### src/rtl/led7219_pkg.sv
// Shared constants for the MAX7219-style serial receiver: frame width,
// register address map and the digit-row placement rule.
package led7219_pkg;

   localparam int FRAME_W = 16;
   localparam int CNT_W   = 7;

   typedef enum logic [3:0] {
      REG_NOOP      = 4'h0,
      REG_DIGIT0    = 4'h1,
      REG_DIGIT1    = 4'h2,
      REG_DIGIT2    = 4'h3,
      REG_DIGIT3    = 4'h4,
      REG_DIGIT4    = 4'h5,
      REG_DIGIT5    = 4'h6,
      REG_DIGIT6    = 4'h7,
      REG_DIGIT7    = 4'h8,
      REG_DECODE    = 4'h9,
      REG_INTENSITY = 4'hA,
      REG_SCAN      = 4'hB,
      REG_SHUTDOWN  = 4'hC,
      REG_TEST      = 4'hF
   } reg_addr_e;

   // Row 1 of the farthest device occupies the top byte of the image.
   function automatic int digit_base(input int row, input int dev, input int n_dev);
      return 64 * n_dev - 8 * n_dev * row + 8 * dev;
   endfunction

endpackage

### src/rtl/led_sync.sv
// Two-flop synchronizer plus an edge-detect register for one serial input.
// Edges are only reported once the whole pipeline holds real samples.
module led_sync #(
   parameter logic RST_VAL = 1'b0
) (
   input  logic clk,
   input  logic rst,
   input  logic i_async,
   output logic o_level,
   output logic o_rise,
   output logic o_fall
);

   logic       r_meta;
   logic       r_sync;
   logic       r_prev;
   logic [2:0] r_fill;

   // NOTE: non-blocking assignments make the three flops a true pipeline;
   // blocking ones would collapse it into a single stage.
   always_ff @(posedge clk) begin
      if (rst) begin
         r_meta <= RST_VAL;
         r_sync <= RST_VAL;
         r_prev <= RST_VAL;
         r_fill <= '0;
      end else begin
         r_meta <= i_async;
         r_sync <= r_meta;
         r_prev <= r_sync;
         r_fill <= {r_fill[1:0], 1'b1};
      end
   end

   // NOTE: the reset values are not real samples; without the fill mask a
   // line held low across reset would look like a falling edge afterwards.
   assign o_level = r_sync;
   assign o_rise  = r_fill[2] &  r_sync & ~r_prev;
   assign o_fall  = r_fill[2] & ~r_sync &  r_prev;

endmodule

### src/rtl/led7219_rx.sv
// Far-end receiver for a chain of MAX7219-style LED drivers: shifts the
// serial frame in and mirrors each device's register file on parallel outputs.
module led7219_rx
   import led7219_pkg::*;
#(
   parameter int N_DEV = 4
) (
   input  logic                 clk,
   input  logic                 rst,
   input  logic                 leds_in,
   input  logic                 leds_clk_in,
   input  logic                 leds_cs_in,
   output logic [64*N_DEV-1:0]  image,
   output logic [4*N_DEV-1:0]   intensity,
   output logic [3*N_DEV-1:0]   scan_limit,
   output logic [8*N_DEV-1:0]   decode_mode,
   output logic [N_DEV-1:0]     shutdown_n,
   output logic [N_DEV-1:0]     test,
   output logic                 update,
   output logic                 frame_err,
   output logic                 leds_out
);

   localparam int                SR_W       = FRAME_W * N_DEV;
   localparam logic [CNT_W-1:0]  FRAME_BITS = CNT_W'(SR_W);

   logic w_din, w_din_rise, w_din_fall;
   logic w_sclk, w_sclk_rise, w_sclk_fall;
   logic w_cs, w_cs_rise, w_cs_fall;
   logic w_unused;

   led_sync #(.RST_VAL(1'b0)) u_sync_din (
      .clk(clk), .rst(rst), .i_async(leds_in),
      .o_level(w_din), .o_rise(w_din_rise), .o_fall(w_din_fall));

   led_sync #(.RST_VAL(1'b0)) u_sync_sclk (
      .clk(clk), .rst(rst), .i_async(leds_clk_in),
      .o_level(w_sclk), .o_rise(w_sclk_rise), .o_fall(w_sclk_fall));

   led_sync #(.RST_VAL(1'b1)) u_sync_cs (
      .clk(clk), .rst(rst), .i_async(leds_cs_in),
      .o_level(w_cs), .o_rise(w_cs_rise), .o_fall(w_cs_fall));

   assign w_unused = ^{w_din_rise, w_din_fall, w_sclk, w_sclk_fall};

   logic                 r_armed;
   logic [CNT_W-1:0]     r_bit_cnt;
   logic [SR_W-1:0]      r_sr;
   logic [64*N_DEV-1:0]  r_image;
   logic [4*N_DEV-1:0]   r_intensity;
   logic [3*N_DEV-1:0]   r_scan_limit;
   logic [8*N_DEV-1:0]   r_decode_mode;
   logic [N_DEV-1:0]     r_shutdown_n;
   logic [N_DEV-1:0]     r_test;
   logic                 r_update;
   logic                 r_frame_err;

   always_ff @(posedge clk) begin
      if (rst) begin
         r_armed       <= 1'b0;
         r_bit_cnt     <= '0;
         r_sr          <= '0;
         r_image       <= '0;
         r_intensity   <= '0;
         r_scan_limit  <= '0;
         r_decode_mode <= '0;
         r_shutdown_n  <= '0;
         r_test        <= '0;
         r_update      <= 1'b0;
         r_frame_err   <= 1'b0;
      end else begin
         r_update    <= 1'b0;
         r_frame_err <= 1'b0;
         if (w_cs_fall) begin
            r_armed   <= 1'b1;
            r_bit_cnt <= '0;
         end else if (w_cs_rise && r_armed) begin
            // CS rise takes priority over a coincident shift clock edge.
            r_armed <= 1'b0;
            if (r_bit_cnt == FRAME_BITS) begin
               r_update <= 1'b1;
               for (int k = 0; k < N_DEV; k++) begin
                  case (r_sr[FRAME_W*k+8 +: 4])
                     REG_DIGIT0, REG_DIGIT1, REG_DIGIT2, REG_DIGIT3,
                     REG_DIGIT4, REG_DIGIT5, REG_DIGIT6, REG_DIGIT7:
                        r_image[digit_base(int'(r_sr[FRAME_W*k+8 +: 4]), k, N_DEV) +: 8]
                           <= r_sr[FRAME_W*k +: 8];
                     REG_DECODE:    r_decode_mode[8*k +: 8] <= r_sr[FRAME_W*k +: 8];
                     REG_INTENSITY: r_intensity[4*k +: 4]   <= r_sr[FRAME_W*k +: 4];
                     REG_SCAN:      r_scan_limit[3*k +: 3]  <= r_sr[FRAME_W*k +: 3];
                     REG_SHUTDOWN:  r_shutdown_n[k]         <= r_sr[FRAME_W*k];
                     REG_TEST:      r_test[k]               <= r_sr[FRAME_W*k];
                     default: ;
                  endcase
               end
            end else begin
               r_frame_err <= 1'b1;
            end
         end else if (w_sclk_rise && r_armed && !w_cs) begin
            r_sr <= {r_sr[SR_W-2:0], w_din};
            if (r_bit_cnt != '1) r_bit_cnt <= r_bit_cnt + CNT_W'(1);
         end
      end
   end

   assign image       = r_image;
   assign intensity   = r_intensity;
   assign scan_limit  = r_scan_limit;
   assign decode_mode = r_decode_mode;
   assign shutdown_n  = r_shutdown_n;
   assign test        = r_test;
   assign update      = r_update;
   assign frame_err   = r_frame_err;
   assign leds_out    = r_sr[SR_W-1];

endmodule

### config.mk
export PLATFORM = sky130hd
export DESIGN_NAME = led7219_rx
export DESIGN_NICKNAME = d
export VERILOG_FILES = /design/src/rtl/led7219_pkg.sv /design/src/rtl/led_sync.sv /design/src/rtl/led7219_rx.sv
export SDC_FILE = /design/constraint.sdc
export NUM_CORES = 1
export LEC_CHECK = 0
export ABC_AREA = 1
export CAP_MARGIN = 30
export CORE_ASPECT_RATIO = 1.4
export CORE_MARGIN = 3
export CORE_UTILIZATION = 30
export DETAILED_ROUTE_END_ITERATION = 12
export PLACE_DENSITY = 0.56
export SETUP_SLACK_MARGIN = 0.05
export SLEW_MARGIN = 10
export SYNTH_ARGS = -nofsm -noshare
export SYNTH_HDL_FRONTEND = slang
export SYNTH_SLANG_ARGS = --single-unit
export TNS_END_PERCENT = 10
### constraint.sdc
create_clock -name clk -period 2.7 [get_ports clk]
set_input_delay 0.675 -clock clk [delete_from_list [all_inputs] [get_ports clk]]
set_output_delay 0.675 -clock clk [all_outputs]
set_load 0.01 [all_outputs]
=== After elaboration in Yosys (flattened, before gate mapping) ===
Index checks and enable logic that the tools add are counted.

* Output and inout bits: 327
* Word-level logic and storage cells: 183
* Bits of input ports: 5
* Register bits after elaboration: 412

* Reduce and logical (&&, ||, !) cells: 34
* Bitwise gates (word level): 11
* $add $sub $neg: 12
* Shifts and indexed selects: 8
* Equal/unequal tests: 54
* Multiplexer cells: 26

{| class="wikitable"
|+ Operators with widths
! cell !! number
|-
| $mux W256 || 16
|-
| $bwmux W256 || 4
|-
| $shift A8 B33 Y256 const A || 4
|-
| $shiftx A8 B33 Y256 || 4
|-
| $neg A11 Y33 || 3
|-
| $eq A4 B4 Y1 const B || 24
|-
| $reduce_and A4 Y1 || 20
|-
| $eq A4 B3 Y1 const B || 16
|-
| $sub A9 B9 Y10 const A || 4
|-
| $neg A10 Y33 || 1
|-
| $eq A4 B2 Y1 const B || 8
|-
| $reduce_or A8 Y1 || 4
|-
| $add A10 B6 Y11 const B || 2
|-
| $eq A4 B1 Y1 const B || 4
|-
| $add A10 B5 Y11 const B || 1
|-
| $reduce_and A3 Y1 || 3
|-
| $add A7 B1 Y7 const B || 1
|-
| $eq A7 B7 Y1 const B || 1
|-
| $ne A7 B7 Y1 const B || 1
|-
| $and A1 B1 Y1 || 6
|-
| $mux W1 || 6
|-
| $not A1 Y1 || 5
|-
| $logic_and A1 B1 Y1 || 3
|-
| $reduce_or A3 Y1 || 1
|-
| other kinds (3) || 3
|}

=== Logic depth before layout (Yosys ltp) ===
* Depth in word-level cells: 23
* Mapped depth: 19
* Depth with buffers taken out: 17

=== Hierarchy ===
A second synthesis with hierarchy kept.

* Cell total of the unflattened synthesis: 2,609
* Area total of the unflattened synthesis: 18,119.9 µm²

{| class="wikitable"
|+ By module, submodules not included
! module !! area each (µm²) !! seq. area each (µm²) !! cells each !! times used
|-
| led7219_rx || 17,594.4 || 7,967.6 || 2,549 || 1
|-
| led_sync at u_sync_din ... || 176.4 || 120.1 || 21 || 2
|-
| led_sync at u_sync_cs || 172.7 || 120.1 || 18 || 1
|}

=== Worst setup path after synthesis ===
No wires, ideal clock.

* Path kind: register to register
* Start: reg r_sr[24]
* End: reg r_image[168], in the netlist image[168]
* Path buffers: 3
* Path slack: -0.091 ns
* Period minus slack after synthesis: 2.791 ns
* Arrival: 2.679 ns
* Stages on the path, launching flop included: 15
* Cell sequence: dfxtp_1 inv_1 clkbuf_1 ha_1 a21oi_1 inv_1 ha_1 buf_2 nand3_1 inv_1 nand4_1 nor2_1 buf_2 nor2_1 nor2_1

* Cells in the longest elaborated chain, start to end: 18

{| class="wikitable"
|+ RTL lines
! element !! line !! text
|-
| from (decl) || led7219_rx.sv:48 || <nowiki>logic [SR_W-1:0] r_sr;</nowiki>
|-
| from (signal assigned) || led7219_rx.sv:100 || <nowiki>r_sr <= {r_sr[SR_W-2:0], w_din};</nowiki>
|-
| $sub A9 B9 Y10 || led7219_pkg.sv:27 || <nowiki>return 64 * n_dev - 8 * n_dev * row + 8 * dev;</nowiki>
|-
| $add A10 B5 Y11 || led7219_pkg.sv:27 ||
|-
| $neg A11 Y33 || led7219_rx.sv:87 || <nowiki><= r_sr[FRAME_W*k +: 8];</nowiki>
|-
| $shiftx A8 B33 Y256 or $shift A8 B33 Y256 (tied branches) || led7219_rx.sv:86 || <nowiki>r_image[digit_base(int'(r_sr[FRAME_W*k+8 +: 4]), k, N_DEV) +: 8]</nowiki>
|-
| $bwmux W256 || led7219_rx.sv:86 ||
|-
| $mux W256 (*) || led7219_rx.sv:83 || <nowiki>case (r_sr[FRAME_W*k+8 +: 4])</nowiki>
|-
| $mux W256 (*) || led7219_rx.sv:80 || <nowiki>if (r_bit_cnt == FRAME_BITS) begin</nowiki>
|-
| $mux W256 (*) || led7219_rx.sv:77 || <nowiki>end else if (w_cs_rise && r_armed) begin</nowiki>
|-
| (+2 left out) || -- ||
|-
| $bwmux W256 || led7219_rx.sv:86 ||
|-
| $mux W256 (*) || led7219_rx.sv:83 ||
|-
| $mux W256 (*) || led7219_rx.sv:80 ||
|-
| $mux W256 (*) || led7219_rx.sv:77 ||
|-
| $mux W256 (*) || led7219_rx.sv:74 || <nowiki>if (w_cs_fall) begin</nowiki>
|-
| $mux W256 (*) || led7219_rx.sv:59 || <nowiki>if (rst) begin</nowiki>
|-
| $bwmux W256 || led7219_rx.sv:86 ||
|-
| $mux W256 (*) || led7219_rx.sv:83 ||
|-
| to (signal assigned) || led7219_rx.sv:63 || <nowiki>r_image <= '0;</nowiki>
|-
| to (decl) || led7219_rx.sv:49 || <nowiki>logic [64*N_DEV-1:0] r_image;</nowiki>
|}

Every way passes the cells marked *; elsewhere a longest branch is shown, timed or not. The select of a mux whose other input is x is not followed.
A chain may end at the register's enable or synchronous reset.

=== Final worst setup path ===
* Start: reg r_sr[57]
* End: reg r_image[157], in the netlist image[157]

* Cells in the longest elaborated chain, start to end: 6

{| class="wikitable"
|+ RTL lines
! element !! line
|-
| $sub A9 B9 Y10 || led7219_pkg.sv:27
|-
| $add A10 B6 Y11 || led7219_pkg.sv:27
|-
| $neg A11 Y33 || led7219_rx.sv:87
|-
| $shiftx A8 B33 Y256 or $shift A8 B33 Y256 (tied branches) || led7219_rx.sv:86
|-
| $bwmux W256 || led7219_rx.sv:86
|-
| $mux W256 (*) || led7219_rx.sv:83
|}

Every way passes the cells marked *; elsewhere a longest branch is shown, timed or not.

==> results.toml <==
[drt]
wl_per_cell_um = 16.5
drt-total-wl_um = 61300
route.detailed.drc = 0
drt-pass1-iter-count = 5
drt-initial-drc-count = 1067
vias = 17700
ant_nets = 0
vias_per_cell = 4.77

[synthesis]
synth_top_family_by_area = "simple AND/OR/NAND/NOR gates"
synth_top_cell_by_area = "dfxtp_1"
synth_common_cells = "nand2_1, nor2_1, dfxtp_1"
yosys_most_used_dff = "dfxtp_1"
synthSimpleGateAreaFrac = 0.342
ys_seq_area_frac = 0.453
synth_cell_types = 34
synthTopCellsByArea = "dfxtp_1, nand2_1, nor2_1"
synth_xor_area_frac = 0.00194
synth_top_cell_area_share = 0.453
synth_edf_count = 0
async_flop_share = 0
netlist_area_mm2 = 0.0181
synthMuxAreaShare = 0
ys_warn_count = 0
synth_adder_area_share = 0.0256
synth.ff_latch_count = 409
synth_compound_area_frac = 0.0879
synth_most_common_cell = "nand2_1"
synthCells = 2594
avgSynthCellArea_um2 = 6.97

[sta]
tightest_slew_ns = 0.707
fin_crit_sh = 0.922
skew_ns = 0.0198
setup_tns_ns = 0
final-setup-viol-count = 0
rsz0062_at_grt = "true"
post-route-min-period_ns = 2.49
finalMaxSlewViolations = 0
hold_viol = 0
slew_headroom = 0.527
hold_ws_ns = 0.402
max_clock_freq_ghz = 0.402

[final_layout]
drive_gt1_frac = 0.0723
final_util = 0.406
fin_nets = 2969
diodes = 0
area_delta_synth_final_pct = 32.8

[clock_network]
htreeDepth = 2
ctsHoldBuffers = 0
clk_pin_slew_worst_paths_ns = 0.07
cts_buffers = 45
root_buffer = "clkbuf_16"
clk_path_buf_depth = 3
cts_sinks = 409
clock_latency_ns = 0.57
cts_tree = "built"

[worst_setup_path]
slowest_delay_ns = 0.34
worst_ep_required_time_ns = 3.17
startpoint = "r_sr[57]"
crit_chain = "inv_1 > ha_1 > nand2_1 > nand2_2 > inv_4 > ha_1 > nand2_1 > nor2_1 > nand2_1 > nand2_1 > nand3_2 > nor2_4 > buf_4 > nand3_1 > nand2_1 > nor2_1"
arrival_ns = 2.96
cpMaxStageDelayCell = "dfxtp_2"
worstPathMaxFanout = 7
r2r-end = "image[157]"
endpoint = "image[157]"
crit_type = "flip-flop to flip-flop"
path_common_cell = "nand2_1"
critPathCaptureType = "flip-flop"
rr_startpoint = "r_sr[57]"
r2r_slack_ns = 0.21
rr_worst_depth = 16
startpoint_type = "flip-flop"

[floorplanning]
io_pins = 332
start_util = 0.306
die_height_um = 297
fp.dieW_um = 214
dieArea_mm2 = 0.0633
design.core.area_mm2 = 0.0591
std_cell_rows = 105

[pwr]
leakage_nw = 9.72
vdd_drop_max_v = 0.000420
power_density_mw_per_mm2 = 521

[placed_design]
dp_hpwl_um = 44900
gp_congestion = 0.922
io_buffers = 331

[grt]
grt_max_degree = 126
antenna_found_initial = 0
grt_pass1_wl_um = 94500
gr-total-overflow = 0
grt_pass1_vias = 17100
grtUsageTotal = 0.188

[worst_hold_path]
hp-class = "flip-flop to flip-flop"

[job]
maxCapViolCount = 0

[status]
status = "finished, final reports clean"
## where the power goes
group | internal [mW] | switching (mW) | total (mW)
registers | 6.04 | 0.00313 | 6.04
logic | 0.0642 | 0.176 | 0.240
clock network | 3.63 | 2.60 | 6.24
## area by class of cell
cell class                 count  area (µm²)
fill                        6152       35100
multi-input combinational   1784        8490
sequential                   409        8190
timing repair buffer         394        3820
clock buffer                  60        1280
inverter                     293        1110
tap                          749         937
clock inverter                21         195
## how the worst min path moves through the flow
stage | to | startpoint | slack (ns) | cells after the start
6_report | u_sync_sclk.r_fill[2] | u_sync_sclk.r_fill[1] | 0.40 | 2
4_1_cts | u_sync_sclk.r_fill[2] | u_sync_sclk.r_fill[1] | 0.41 | 2
2_1_floorplan | u_sync_din.o_level | u_sync_din.r_meta | 0.39 | 2
3_3_place_gp | u_sync_sclk.r_fill[1] | u_sync_cs.r_fill[0] | 0.39 | 2
3_5_place_dp | u_sync_sclk.r_fill[2] | u_sync_sclk.r_fill[1] | 0.40 | 2
5_1_grt | u_sync_cs.o_level | u_sync_cs.r_meta | 0.43 | 1
## stage by stage
| stage | instance area (µm²) | instances | power [mW] | worst slack, ns |
|---|---|---|---|---|
| after global placement | 22400 | 3625 | 6.41 | 0.137 |
| after floorplan | 18200 | 2611 | 6.35 | 0.0295 |
| after detailed placement | 22400 | 3625 | 6.42 | -0.0292 |
| final | 24000 | 3710 | 12.5 | 0.211 |
| after global routing | 24000 | 3710 | 13.0 | -0.00291 |
| after CTS | 23900 | 3706 | 12.7 | 0.0347 |
## kinds of logic after synthesis
group	Yosys count
compound gates	288
xor+xnor	4
fa+ha+maj	37
buf+inv	420
flops	409
other cells	2
simple gates	1434
## sequential cells by signal, indices dropped and copies added (netlist names), 2 cells and up
register,cells
intensity,16
r_bit_cnt,7
scan_limit,12
u_sync_sclk.r_fill,2
test,4
r_sr,64
decode_mode,32
shutdown_n,4
image,256
## layer usage
metal | vias up | GRT usage | wire length [µm]
li1 | 8890 | - | -
met1 | 8193 | 0.218 | 24900
met2 | 522 | 0.336 | 30100
met3 | 109 | 0.0419 | 3990
met4 | 0 | 0.0732 | 2260
met5 | - | 0 | 0
## what timing repair did
action / in CTS / in global routing
resized for setup: 2 / 29
buffers inserted: 0 / 2
endpoints found under the setup margin: 16 / 93
pin swaps: 0 / 3
gates cloned: 0 / 2
## cells in the final DEF (no fill, tap or decap), drive strengths merged
master         Yosys  final
nand2            545    547
xnor2              3      3
ha                37     37
clkinvlp           0      3
or2                2      2
bufinv             0      3
clkbuf            85     60
buf               42     64
a21oi            147    147
o21bai             8      8
nor3b             19     19
conb               2     19
nor2             542    542
clkinv             4     16
o21ai             83     83
a211oi            50     50
dfxtp            409    409
xor2               1      1
nand3b            38     38
clkdlybuf4s50      0    330
inv              289    292
nand3            177    177
nor4               1      1
nor3              61     61
nand4             49     49
## worst max-delay path: cells and delay by family, from the launching register on
kind          cells  cell delay (ns)
fa+ha+maj         2             0.53
flops             1             0.34
simple gates     11             1.19
buf+inv           3             0.33
Power figures use the tool's default switching activity.
